<file path="src/rtl/guess_round_controller.sv">
// Purpose  : game-sequencing FSM for the number-guessing game (level/round/attempts, compare, win/lose).
// Latency  : guess sampled at edge N -> CHECK in cycle N+1 -> feedback flags from N+2 for RESULT_CYCLES cycles.
// Backpress: guess_ready high only in PLAY; guesses outside PLAY are dropped, never queued.
//
// Ports:
//   clk, reset_n                      clock, asynchronous active-low reset
//   start                             begin/restart pulse (IDLE, DONE only)
//   guess_valid, guess_digit_1..3     BCD guess (ones, tens, hundreds)
//   target_digit_1..3                 BCD target from the external lookup of Max_digit/round
//   Max_digit, round                  current level (active digit count) and round, both 1..3
//   guess_ready                       PLAY state indicator
//   too_high, too_low, correct        one-hot feedback while in SHOW
//   attempts                          wrong guesses in the current round
//   game_over, win                    end state and outcome
module guess_round_controller #(
  parameter int MAX_ATTEMPTS  = 7,
  parameter int ATT_W         = 4,
  parameter int RESULT_CYCLES = 4
) (
  input  logic             clk,
  input  logic             reset_n,
  input  logic             start,
  input  logic             guess_valid,
  input  logic [3:0]       guess_digit_1,
  input  logic [3:0]       guess_digit_2,
  input  logic [3:0]       guess_digit_3,
  input  logic [3:0]       target_digit_1,
  input  logic [3:0]       target_digit_2,
  input  logic [3:0]       target_digit_3,
  output logic [1:0]       Max_digit,
  output logic [1:0]       round,
  output logic             guess_ready,
  output logic             too_high,
  output logic             too_low,
  output logic             correct,
  output logic [ATT_W-1:0] attempts,
  output logic             game_over,
  output logic             win
);

  // Hold counter counts RESULT_CYCLES-1 down to 0, so SHOW lasts exactly RESULT_CYCLES cycles.
  localparam int               HOLD_W    = (RESULT_CYCLES > 1) ? $clog2(RESULT_CYCLES) : 1;
  localparam logic [HOLD_W-1:0] HOLD_LAST = HOLD_W'(RESULT_CYCLES - 1);
  localparam logic [ATT_W-1:0]  ATT_MAX   = ATT_W'(MAX_ATTEMPTS);

  typedef enum logic [2:0] {
    S_IDLE  = 3'd0,
    S_PLAY  = 3'd1,
    S_CHECK = 3'd2,
    S_SHOW  = 3'd3,
    S_NEXT  = 3'd4,
    S_DONE  = 3'd5
  } state_t;

  typedef enum logic [1:0] {
    RES_LOW  = 2'd0,
    RES_HIGH = 2'd1,
    RES_EQ   = 2'd2
  } res_t;

  state_t            state_q, state_d;
  logic [1:0]        level_q, level_d;
  logic [1:0]        round_q, round_d;
  logic [ATT_W-1:0]  att_q, att_d;
  logic [3:0]        g1_q, g1_d, g2_q, g2_d, g3_q, g3_d;
  res_t              res_q, res_d;
  logic [HOLD_W-1:0] hold_q, hold_d;
  logic              win_q, win_d;

  logic              guess_bad;
  logic [3:0]        m2, m3;
  res_t              cmp_res;

  // Only digits inside the current level are checked for BCD validity;
  // inactive positions may carry anything since they are masked later.
  always_comb begin
    guess_bad = (guess_digit_1 > 4'd9)
              | ((level_q >= 2'd2) & (guess_digit_2 > 4'd9))
              | ((level_q == 2'd3) & (guess_digit_3 > 4'd9));
  end

  // Masked guess compared most-significant digit first; for BCD this equals numeric order.
  always_comb begin
    m2 = (level_q >= 2'd2) ? g2_q : 4'd0;
    m3 = (level_q == 2'd3) ? g3_q : 4'd0;
    if (m3 != target_digit_3) begin
      cmp_res = (m3 > target_digit_3) ? RES_HIGH : RES_LOW;
    end else if (m2 != target_digit_2) begin
      cmp_res = (m2 > target_digit_2) ? RES_HIGH : RES_LOW;
    end else if (g1_q != target_digit_1) begin
      cmp_res = (g1_q > target_digit_1) ? RES_HIGH : RES_LOW;
    end else begin
      cmp_res = RES_EQ;
    end
  end

  always_ff @(posedge clk or negedge reset_n) begin
    if (!reset_n) begin
      state_q <= S_IDLE;
    end else begin
      state_q <= state_d;
    end
  end

  always_comb begin
    state_d = state_q;
    level_d = level_q;
    round_d = round_q;
    att_d   = att_q;
    g1_d    = g1_q;
    g2_d    = g2_q;
    g3_d    = g3_q;
    res_d   = res_q;
    hold_d  = hold_q;
    win_d   = win_q;

    unique case (state_q)
      S_IDLE, S_DONE: begin
        if (start) begin
          level_d = 2'd1;
          round_d = 2'd1;
          att_d   = '0;
          win_d   = 1'b0;
          state_d = S_PLAY;
        end
      end

      S_PLAY: begin
        if (guess_valid && !guess_bad) begin
          g1_d    = guess_digit_1;
          g2_d    = guess_digit_2;
          g3_d    = guess_digit_3;
          state_d = S_CHECK;
        end
      end

      S_CHECK: begin
        res_d  = cmp_res;
        hold_d = HOLD_LAST;
        if ((cmp_res != RES_EQ) && (att_q != ATT_MAX)) begin
          att_d = att_q + 1'b1;
        end
        state_d = S_SHOW;
      end

      S_SHOW: begin
        if (hold_q != '0) begin
          hold_d = hold_q - 1'b1;
        end else if (res_q == RES_EQ) begin
          state_d = S_NEXT;
        end else if (att_q == ATT_MAX) begin
          win_d   = 1'b0;
          state_d = S_DONE;
        end else begin
          state_d = S_PLAY;
        end
      end

      S_NEXT: begin
        att_d = '0;
        if (round_q != 2'd3) begin
          round_d = round_q + 2'd1;
          state_d = S_PLAY;
        end else if (level_q != 2'd3) begin
          round_d = 2'd1;
          level_d = level_q + 2'd1;
          state_d = S_PLAY;
        end else begin
          // Final round of final level solved: level/round stay at 3/3.
          win_d   = 1'b1;
          state_d = S_DONE;
        end
      end

      default: begin
        state_d = S_IDLE;
      end
    endcase
  end

  always_ff @(posedge clk or negedge reset_n) begin
    if (!reset_n) begin
      level_q <= 2'd1;
      round_q <= 2'd1;
      att_q   <= '0;
      g1_q    <= '0;
      g2_q    <= '0;
      g3_q    <= '0;
      res_q   <= RES_LOW;
      hold_q  <= '0;
      win_q   <= 1'b0;
    end else begin
      level_q <= level_d;
      round_q <= round_d;
      att_q   <= att_d;
      g1_q    <= g1_d;
      g2_q    <= g2_d;
      g3_q    <= g3_d;
      res_q   <= res_d;
      hold_q  <= hold_d;
      win_q   <= win_d;
    end
  end

  assign Max_digit   = level_q;
  assign round       = round_q;
  assign attempts    = att_q;
  assign guess_ready = (state_q == S_PLAY);
  assign too_high    = (state_q == S_SHOW) && (res_q == RES_HIGH);
  assign too_low     = (state_q == S_SHOW) && (res_q == RES_LOW);
  assign correct     = (state_q == S_SHOW) && (res_q == RES_EQ);
  assign game_over   = (state_q == S_DONE);
  assign win         = (state_q == S_DONE) && win_q;

endmodule

</file>
<file path="config.mk">
export PLATFORM = sky130hd
export DESIGN_NAME = guess_round_controller
export DESIGN_NICKNAME = d
export VERILOG_FILES = /design/src/rtl/guess_round_controller.sv
export SDC_FILE = /design/constraint.sdc
export NUM_CORES = 1
export LEC_CHECK = 0
export CAP_MARGIN = 20
export CORE_MARGIN = 4
export CORE_UTILIZATION = 49
export CTS_BUF_LIST = sky130_fd_sc_hd__clkbuf_4 sky130_fd_sc_hd__clkbuf_8
export CTS_CLUSTER_SIZE = 25
export DETAILED_ROUTE_END_ITERATION = 8
export GPL_ROUTABILITY_DRIVEN = 0
export PLACE_DENSITY = 0.79
export SYNTH_ARGS = -nofsm -noshare
export SYNTH_HDL_FRONTEND = slang
export SYNTH_SLANG_ARGS = --single-unit
</file>
<file path="constraint.sdc">
create_clock -name clk -period 2.6 [get_ports clk]
set_input_delay 0.52 -clock clk [delete_from_list [all_inputs] [get_ports clk]]
set_output_delay 0.52 -clock clk [all_outputs]
set_load 0.02 [all_outputs]
</file>
[Yosys cells after proc, flatten, opt, wreduce, memory -nomap -nowiden]
Cells that the tools add are included.
Word-level totals
  flip-flop bits (word level): 28
  input port bits: 28
  output and inout port bits: 14
  word-level logic and storage cells: 109
Cells by class
  $add $sub $neg: 4
  magnitude comparators: 7
  eq/ne operators: 27
  multiplexer cells: 35
  bitwise gates (word level): 4
  reduce and logical (&&, ||, !) cells: 22
Operators with widths (number)
  2-bit inequality test (second input constant): 12
  3-bit 2-to-1 mux: 7
  2-bit 2-to-1 mux: 9
  4-bit 2-to-1 mux: 4
  3-bit one-hot mux with 5 select lines: 1
  4-bit > comparator: 3
  4-bit > comparator (second input constant): 3
  4-bit inequality test: 3
  2-bit one-hot mux with 2 select lines: 3
  4-bit one-hot mux with 3 select lines: 1
  1-bit 2-to-1 mux: 9
  3-bit AND reduction: 3
  7-bit AND reduction: 1
  3-bit by 2-bit == test with 1-bit output (second input constant): 2
  3-bit == test (second input constant): 2
  1-bit logical AND: 6
  2-bit nonzero test: 3
  3-bit nonzero test: 2
  2-bit by 1-bit adder with 2-bit output (second input constant): 2
  4-bit by 1-bit adder with 4-bit output (second input constant): 1
  2-bit == test (second input constant): 2
  4-bit by 3-bit == test with 1-bit output (second input constant): 1
  4-bit by 3-bit inequality test with 1-bit output (second input constant): 1
  2-bit AND reduction: 2
  14 further kinds: 16

[Depth between registers and ports, before layout]
Gate-level depths: netlist (run 1).
  word-level depth: 10
  gate-level depth with buffers: 10
  mapped depth without buffers: 10

[Worst setup path after synthesis (run 1)]
No wires, ideal clock.
  path type: register -> register
  start point: reg level_q[0], in the netlist Max_digit[0]
  end point: reg att_q[1], in the netlist attempts[1]
  library setup time: 0.146 ns
  arrival time: 2.183 ns
  required time: 2.454 ns
  slack: 0.271 ns
  stages on the path, launching flop included: 10
  buffers on the path: 0
  clock period less this slack: 2.329 ns
  cells stage by stage: dfstp_2 inv_1 ha_1 nor2_1 nor2b_1 ha_1 nand4_1 or3_1 or3b_1 o22ai_1
On the way
  longest elaborated chain between the ends: 10
  elaborated cells on any way between the ends: 16
  those cells by class: order compare: 3; eq/ne: 5; mux: 6; reduce/logical: 2
Ends and longest elaborated chain
  from (decl): RTL line 62  | logic [1:0] level_q, level_d;
  from (signal assigned): RTL line 193  | level_q <= level_d;
  2-bit greater-or-equal comparator: RTL line 84  | m2 = (level_q >= 2'd2) ? g2_q : 4'd0;
  4-bit 2-to-1 mux: RTL line 84
  4-bit > comparator: RTL line 89  | cmp_res = (m2 > target_digit_2) ? RES_HIGH : RES_LOW;
  1-bit 2-to-1 mux: RTL line 89
  2-bit 2-to-1 mux: RTL line 88  | end else if (m2 != target_digit_2) begin
  2-bit 2-to-1 mux (*): RTL line 86  | if (m3 != target_digit_3) begin
  2-bit inequality test (*): RTL line 140  | if ((cmp_res != RES_EQ) && (att_q != ATT_MAX)) begin
  1-bit logical AND (*): RTL line 140
  2-bit inequality test (no line) (*)
  3-bit AND reduction (no line) (*)
  to (signal assigned): RTL line 195  | att_q <= att_d;
  to (decl): RTL line 64  | logic [ATT_W-1:0] att_q, att_d;
Every way passes the cells marked *; elsewhere a longest branch is shown, timed or not.
A chain may end at the register's enable or synchronous reset.

[Worst setup path in the final report (run 1)]
  start point: reg state_q[2]
  end point: out too_high
On the way
  longest elaborated chain between the ends: 2
Ends and longest elaborated chain
  from (decl): RTL line 61  | state_t state_q, state_d;
  from (signal assigned): RTL line 101  | state_q <= state_d;
  3-bit by 2-bit == test with 1-bit output: RTL line 209  | assign too_high = (state_q == S_SHOW) && (res_q == RES_HIGH);
  1-bit logical AND: RTL line 209
  to (decl): RTL line 33  | output logic too_high,
Every way passes these cells.

==> results of run 1 <==
layer usage:
layer  track usage (%)  wire length [um]
met1              22.1              1830
met2              29.6              1900
met3              3.04               185
met4              5.53                53
met5                 0                 0
power groups by stage:
stage                     combinational (W)  sequential (W)  clock [W]
final                              0.000794        0.000664   0.000234
after detailed placement           0.000781        0.000676          0
after floorplan                    0.000521        0.000673          0
after CTS                          0.000785        0.000666   0.000238
after global routing               0.000896        0.000684   0.000255
after global placement             0.000768        0.000671          0
state kept, by name, summed over array words and instances (netlist names), 3 cells and up:
signal and flops:
attempts 4, g3_q 4, g2_q 4, state_q 3
g1_q 4
final timing paths:
kind | slack (ns) | endpoint | cells after the start | startpoint
max | 0.1 | too_high | 4 | state_q[2]$_DFFE_PN0P_
min in group asynchronous | 0.61 | g2_q[0]$_DFFE_PN0P_ | 2 | reset_n
min reg2reg | 0.48 | g3_q[1]$_DFFE_PN0P_ | 1 | g3_q[1]$_DFFE_PN0P_
max reg2reg | 0.13 | attempts[3]$_DFFE_PN0P_ | 11 | Max_digit[0]$_DFFE_PN1P_
max in group asynchronous | 1.69 | Max_digit[0]$_DFFE_PN1P_ | 2 | reset_n
min | 0.48 | g3_q[1]$_DFFE_PN0P_ | 1 | g3_q[1]$_DFFE_PN0P_
logic make-up after synthesis:
logic type | after synthesis | share of synthesized area (%)
AND/OR/NAND/NOR | 72 | 21.3
AO/OA/AOI/OAI | 44 | 13.4
flip-flops | 28 | 37.7
buffers and inverters | 26 | 5.43
adder cells (fa/ha/maj) | 18 | 12.1
multiplexers | 16 | 10.1
per-stage QoR:
| step | std cells | setup TNS [ns] | total power, W | util, % | hold slack, ns |
|---|---|---|---|---|---|
| 6_report | 297 | 0 | 0.00169 | 66.3 | 0.483 |
| 5_1_grt | 297 | -0.0411 | 0.00184 | 66.3 | 0.497 |
| 4_1_cts | 296 | 0 | 0.00169 | 65.5 | 0.490 |
| 3_5_place_dp | 293 | 0 | 0.00146 | 64.4 | 0.469 |
| 3_3_place_gp | 293 | 0 | 0.00144 | 64.4 | 0.460 |
| 2_1_floorplan | 204 | 0 | 0.00119 | - | 0.224 |
layout make-up:
cell class              instances  area, um^2  area share, %
well taps                      48        60.1           2.47
multi-input cells             150        1080           44.7
clock buffers                   3        41.3           1.70
flip-flops and latches         28         703           29.0
repair buffers                 48         463           19.1
inverters                      20        75.1           3.09
repair_timing:
item / 4_1_cts / 5_1_grt
gates resized for setup: 0 / 4
buffers inserted: 0 / 1
endpoints found under the hold margin: 0 / 0
setup endpoints to repair: 0 / 4
synthesized netlist by cell type, drive strengths merged (6+ instances only):
library cell and number:
dfrtp 26, inv 20, o21ai 19, ha 18, nand2 15, nor2 15
mux2 14, a21oi 12, nor2b 8, nand4 6
==> results.md, run 1 <==
Outcome:
- The run finished with clean final reports.

Min path:
- The class of the tightest hold or removal check is register to register.

Critical path:
- The required time of the worst setup path is between 2 and 2.5 ns.
- The number of buffers and inverters on the critical path is 1.
- Among cell families on the critical path, the largest total delay comes from buffers and inverters.
- The critical-path cell with the highest stage delay is sky130_fd_sc_hd__clkdlybuf4s50_1.
- The data arrival time of the critical path is between 1.5 and 2 ns.
- The stage delay of the slowest cell on the critical path is 0.63 ns.
- The kind of start point of the critical path is a register.
- The critical path in this run is classified as register to primary output.
- The critical path goes through nor2_1 -> nand2_1 -> nor3b_1 -> clkdlybuf4s50_1.
- Along the worst path, the maximum fanout reaches 8.
- The sort of element at the end of the critical path is a primary output.

Route:
- Wires add up to between 3000 and 4000 um.
- The residual antenna-violating net count after detailed routing is 0.
- The via count normalized by instance count is between 5 and 6.
- The total vias in the final route is approximately 1,600.
- The detailed-route DRC error count is 0.
- Before antenna repair, the detailed router went through 4 iterations.
- The number of DRC markers after the initial detailed-route iteration is 91.
- The average detailed-routed wire length per instance is ~13 um.

Synth:
- The share of flip-flops with an asynchronous set or reset after synthesis is 100%.
- Counting distinct cell types in the post-synthesis netlist gives just over 40.
- The post-synthesis area per instance is ~9 um^2.
- After synthesis the netlist holds a flip-flop and latch count of 28.
- The sequential fraction of the synthesis area is ~38%.
- The netlist area before placement is 1870 um^2.
- Counting every instance in the synthesized netlist gives ~200.
- The number of nets produced by synthesis is 250.
- Ranked by total cell area, the synthesized netlist is headed by sky130_fd_sc_hd__dfrtp_1, sky130_fd_sc_hd__ha_1, sky130_fd_sc_hd__mux2_1.
- In this run, synthesis inferred 0 flip-flops with an integrated enable.
- Of all cell types, the one taking the most synthesized area is sky130_fd_sc_hd__dfrtp_1.
- During synthesis, Yosys emitted a total of 0 warnings.
- The share of the synthesized area in the top cell type is roughly a third.
- In the synthesized netlist the dominant register cell turns out to be sky130_fd_sc_hd__dfrtp_1.

Final layout:
- The repair_antennas step left the layout with diodes totalling 0.
- The filler cells instantiated in the layout total 317.
- The most common cell after layout, fill and taps aside is sky130_fd_sc_hd__clkdlybuf4s50_1.
- The final standard cell area without fillers is ~2400 um^2.
- Relative to the synthesized area, the layout overhead comes to 30.0%.
- In the layout the commonest cells are sky130_fd_sc_hd__clkdlybuf4s50_1, sky130_fd_sc_hd__dfrtp_1, sky130_fd_sc_hd__inv_1, sky130_fd_sc_hd__ha_1, sky130_fd_sc_hd__nand2_1.
- The final-stage net count is 297.
- In the final layout, the share of cells above drive strength 1 is about a tenth.

Power:
- In this run the power density over the cells is between 600 and 700 nW/um^2.
- The proportion of total power due to net switching is ~37%.
- Per report_power, the combinational group accounts for between 40% and 50% of the total.
- VDD sags by at most between 0.3 and 0.4 mV.
- The part of the power in the clock network is 13.8%.
- The switching power of the nets is ~0.00062 W.
- In this run the static leakage power is between 1 and 1.5 nW.
- The register share of total power is about two fifths.
- The internal portion of total power is 0.00107 W.

STA:
- The relative max-transition margin is approximately two thirds.
- The worst path needs ~2.5 ns of the cycle, external delays included.
- The worst clock skew on the final layout is 0.00244 ns.
- The number of failing hold endpoints at the final stage is 0.
- At the pin with the least slew margin, the transition time is approximately 0.49 ns.
- The post-route clock period utilization is 96.2%.
- The final-report max-slew violation count is 0.
- The least setup slack across all paths after layout is ~0.1 ns.
- Derived from the worst setup path, the maximum achievable clock frequency is ~0.40 GHz.
- The total setup violations reported at the end of the flow is 0.

GRT:
- The number of antenna violations at the first check in global routing is 0.
- Global routing consumed, over all layers together, approximately 17% of the routing resources.
- Summed over all layers, the global routing overflow is 0.
- The maximum number of pins on one net before global-route repair is 29.
- The number of global-route vias before repair is between 1,500 and 2,000.
- The wire length of the first global-routing pass is 7000 um.

Place:
- The cell area after placement is 2360 um^2.
- The final HPWL from detailed placement is 3110 um.
- The total of buffers placed on input and output ports is 41.
- Prior to clock tree synthesis, the placed netlist has a worst setup slack of 0.0982 ns.

Clock network:
- The clock latency of the later-clocked register in the worst-skew pair is around 0.27 ns.
- The number of buffers added by the clock tree synthesis step is 3.
- Clock tree synthesis found a total of 28 sinks.
- The number of buffers on the longest clock path is 2.
- Clock-pin slew was measured on the worst setup and hold paths at 0.09 ns.
- The number of hold-repair buffers added at the cts stage is 0.
- The root buffer cell chosen for the clock tree is sky130_fd_sc_hd__clkbuf_8.
- The total number of H-tree levels is 1.
- TritonCTS built the clock tree.

Run:
- Max-cap violations in this run came to 0.

Die:
- The floorplan step defined a die boundary enclosing 4860 um^2.
- In this run the vertical extent of the chip is 69.7 um.
- 42 I/O pins were placed.
- The site row count is 22.
- The total area inside the core boundary comes to between 3000 and 4000 um^2.
- The die boundary width is between 60 and 70 um.
- For this configuration, the core starts out at a cell density of between 50% and 60%.
Power figures use the tool's default switching activity.
==> inputs of run 2 (changes only) <==
--- a/config.mk
+++ b/config.mk
@@ -5,6 +5,7 @@
 export SDC_FILE = /design/constraint.sdc
 export NUM_CORES = 1
 export LEC_CHECK = 0
+export ABC_AREA = 0
 export CAP_MARGIN = 20
 export CORE_MARGIN = 4
 export CORE_UTILIZATION = 49
@@ -12,7 +13,7 @@
 export CTS_CLUSTER_SIZE = 25
 export DETAILED_ROUTE_END_ITERATION = 8
 export GPL_ROUTABILITY_DRIVEN = 0
-export PLACE_DENSITY = 0.79
+export PLACE_DENSITY = 0.78
 export SYNTH_ARGS = -nofsm -noshare
 export SYNTH_HDL_FRONTEND = slang
 export SYNTH_SLANG_ARGS = --single-unit
==> run 2 against run 1 <==
  * Cell count up 0.67%
  * Final area is 0.72% higher
  * Via count is 2.3% higher
  * Fmax rose by 1.1%
  * Utilization up 0.48 points
  * Non-clock buffer count grew 1
  * Clock skew rose by 0.0028 ns
  * Routed wire length up 3.2%
  * Global-route usage increased by 0.31 points
  * Total power increased by 2.1%
  * Critical path type unchanged
  * Largest power group unchanged
==> results.md, run 2 (synthesized netlist as in run 1, its figures left out) <==
Place:
- The total of buffers placed on input and output ports is 41 (unchanged).
- The final HPWL from detailed placement was 3230 um (+3.7%).
- The cell area after placement is 2360 um^2 (+0.32%).
- The pre-CTS setup slack is 0.103 ns (+0.00514 ns).

Critical path:
- The data arrival time of the critical path came to 1.95 ns (-0.03 ns).
- The critical path is of the register to primary output type.
- STA classifies the critical path startpoint as a register.
- The required time of the worst setup path is 2.08 ns (about the same).
- The cell depth of the worst flop-to-flop path is 9 (-2).
- The critical-path cell with the highest stage delay is sky130_fd_sc_hd__clkdlybuf4s50_1.
- The stage delay of the slowest cell on the critical path is 0.64 ns (about the same).
- The top fanout value on the critical path is 9 (+1).
- STA classifies the critical path endpoint as a primary output.
- Traced cell by cell, the critical path runs through nor2_2 -> nand2_1 -> nor3b_1 -> clkdlybuf4s50_1.

Route:
- The via count normalized by instance count is 5.43 (+1.6%).
- The number of DRC markers after the initial detailed-route iteration came to 87 (-4.4%).
- The final wirelength came to 4100 um (+3.2%).
- The detailed-route DRC error count is 0 (unchanged).
- The total vias in the final route is 1,624 (+2.3%).
- The residual antenna-violating net count after detailed routing came to 0 (unchanged).
- The average detailed-routed wire length per instance is 13.7 um (+2.5%).
- The detailed-router iteration count before antenna repair was 4 (unchanged).

Die:
- The floorplan die area is 4860 um^2 (unchanged).
- The site row count is 22 (unchanged).
- The boundary pin count is 42 (unchanged).
- The core region area came to 3660 um^2 (unchanged).
- The die extent in y came to 69.7 um (unchanged).
- The initial cell density of the core was 51.0% (unchanged).
- The die boundary width was 69.7 um (unchanged).

Final layout:
- The most common cell after layout, fill and taps aside is sky130_fd_sc_hd__clkdlybuf4s50_1.
- The number of antenna repair diodes is 0 (unchanged).
- The top cell types in the final layout, fill and taps aside, are sky130_fd_sc_hd__clkdlybuf4s50_1, sky130_fd_sc_hd__dfrtp_1, sky130_fd_sc_hd__inv_1, sky130_fd_sc_hd__ha_1, sky130_fd_sc_hd__nand2_1.
- The final-layout fill cell count is 295 (-6.9%).
- The post-synthesis to final-layout area growth is 31.0%.
- The final-stage net count is 298 (+0.34%).
- The fraction of layout cells with a size suffix above 1 was 10.8% (+1.1 points).
- The final standard cell area without fillers is 2440 um^2 (+0.72%).

STA:
- The worst hold margin is 0.485 ns (+0.00176 ns).
- The relative max-transition margin was 69.7% (+2.3 points).
- The total setup violations reported at the end of the flow was 0 (unchanged).
- The minimum clock period was 2.47 ns (-0.0271 ns).
- The worst clock skew on the final layout is 0.00526 ns (+0.00282 ns).
- The final-report max-slew violation count is 0 (unchanged).
- The maximum frequency from static timing analysis is 0.404 GHz (+1.1%).
- The number of failing hold endpoints at the final stage is 0 (unchanged).
- The post-route clock period utilization came to 95.1% (-1.0 points).
- The slew at the pin with the worst max-slew slack was 0.454 ns (-0.0340 ns).
- The least setup slack across all paths after layout is 0.127 ns (+0.0271 ns).

GRT:
- The met2 global-route usage was 28.9% (-0.64 points).
- The overall global routing resource usage came to 17.6% (+0.31 points).
- The number of antenna violations at the first check in global routing came to 0 (unchanged).
- The number of global-route vias before repair is 1,565 (-2.0%).
- The peak-usage layer in the global routing report is met2.
- The routing usage on met1 came to 23.9% (+1.7 points).
- The aggregate global routing overflow is 0 (unchanged).
- The maximum number of pins on one net before global-route repair is 29 (unchanged).
- The wire length of the first global-routing pass is 7160 um (+2.2%).
- The fraction of met3 tracks used by global routing is 2.61% (-0.43 points).

Clock network:
- The clock latency of the later-clocked register in the worst-skew pair is 0.27 ns (about the same).
- The number of clock sinks came to 28 (unchanged).
- The clock-pin slew of the registers on the worst-case setup and hold paths was 0.10 ns (about the same).
- The CTS root buffer is sky130_fd_sc_hd__clkbuf_8.
- The CTS tree is built.
- The number of buffers added by the clock tree synthesis step is 3 (unchanged).
- The number of buffers on the longest clock path is 2 (unchanged).
- The total number of H-tree levels is 1 (unchanged).

Power:
- The leakage power total is 1.10 nW (+0.84%).
- The worst supply voltage drop on vdd was 0.390 mV (+5.6%).
- The total power of the final layout came to 0.00173 W (+2.1%).
- The power per cell area is 707 nW/um^2 (+1.4%).

Outcome:
- The run finished with clean final reports.

Run:
- The max-cap check violation count is 0 (unchanged).

Min path:
- The min-delay analysis places its worst path in the category register to register.
- The depth of the worst hold-timing path is 1 (unchanged).
==> run 2: changes by cell type in the layout (fill, tap and decap cells not counted), sizes merged <==
cell    delta
buf        +1
clkbuf     +1
==> run 2: repair_timing <==
action / 4_1_cts / 5_1_grt
endpoints found under the setup margin: 0 / 6
hold endpoints to repair: 0 / 0
resized for setup: 0 / 5
hold buffers: 0 / 0
setup buffers: 0 / 1
==> run 2: layer usage <==
| metal | vias up | wire (um) |
|---|---|---|
| met3 | 5 | 175 |
| met5 | - | 0 |
| li1 | 808 | - |
| met1 | 767 | 1900 |
| met2 | 44 | 1970 |
| met4 | 0 | 47 |
==> run 2: per-stage QoR <==
| step | setup TNS, ns | utilization [%] | std cells |
|---|---|---|---|
| after floorplan | 0 | - | 204 |
| after global placement | 0 | 64.6 | 294 |
| after detailed placement | 0 | 64.6 | 294 |
| after CTS | 0 | 65.9 | 298 |
| after global routing | -0.00000711 | 66.8 | 299 |
| final | 0 | 66.8 | 299 |
==> run 2: final cells by class <==
class | instances | area [um^2] | area share (%)
clock buffers | 4 | 48.8 | 2.00
inverters | 20 | 75.1 | 3.07
repair buffers | 49 | 470 | 19.2
well taps | 48 | 60.1 | 2.46
multi-input cells | 150 | 1090 | 44.5
flip-flops and latches | 28 | 703 | 28.8
==> run 2: report_power, final <==
| group | internal, W | total, W | leakage [nW] | switching [W] |
|---|---|---|---|---|
| clock | 0.000120 | 0.000257 | 0.0262 | 0.000136 |
| combinational | 0.000383 | 0.000810 | 0.731 | 0.000427 |
| sequential | 0.000583 | 0.000661 | 0.347 | 0.0000781 |
==> run 2: path summary, 6_finish.rpt <==
check	slack, ns	endpoint	from
worst min register to register	0.49	g2_q[1]$_DFFE_PN0P_	g2_q[1]$_DFFE_PN0P_
worst max register to register	0.14	attempts[1]$_DFFE_PN0P_	Max_digit[0]$_DFFE_PN1P_
worst min-delay path	0.49	g2_q[1]$_DFFE_PN0P_	g2_q[1]$_DFFE_PN0P_
min in group asynchronous	0.61	attempts[3]$_DFFE_PN0P_	reset_n
max in group asynchronous	1.67	round[0]$_DFFE_PN1P_	reset_n
worst max-delay path	0.13	too_high	state_q[2]$_DFFE_PN0P_
==> run 2: critical path, delay by kind of cell, from the launching register on <==
kind	cells	cell delay, ns
flip-flops	1	0.50
AND/OR/NAND/NOR	3	0.54
buffers and inverters	1	0.64
==> inputs of run 3 (changes only) <==
--- a/config.mk
+++ b/config.mk
@@ -6,10 +6,10 @@
 export NUM_CORES = 1
 export LEC_CHECK = 0
 export ABC_AREA = 0
-export CAP_MARGIN = 20
 export CORE_MARGIN = 4
 export CORE_UTILIZATION = 49
 export CTS_BUF_LIST = sky130_fd_sc_hd__clkbuf_4 sky130_fd_sc_hd__clkbuf_8
+export CTS_CLUSTER_DIAMETER = 30
 export CTS_CLUSTER_SIZE = 25
 export DETAILED_ROUTE_END_ITERATION = 8
 export GPL_ROUTABILITY_DRIVEN = 0
==> results of run 3 <==
The final DEF is identical to that of run 2; final timing and power are the same.
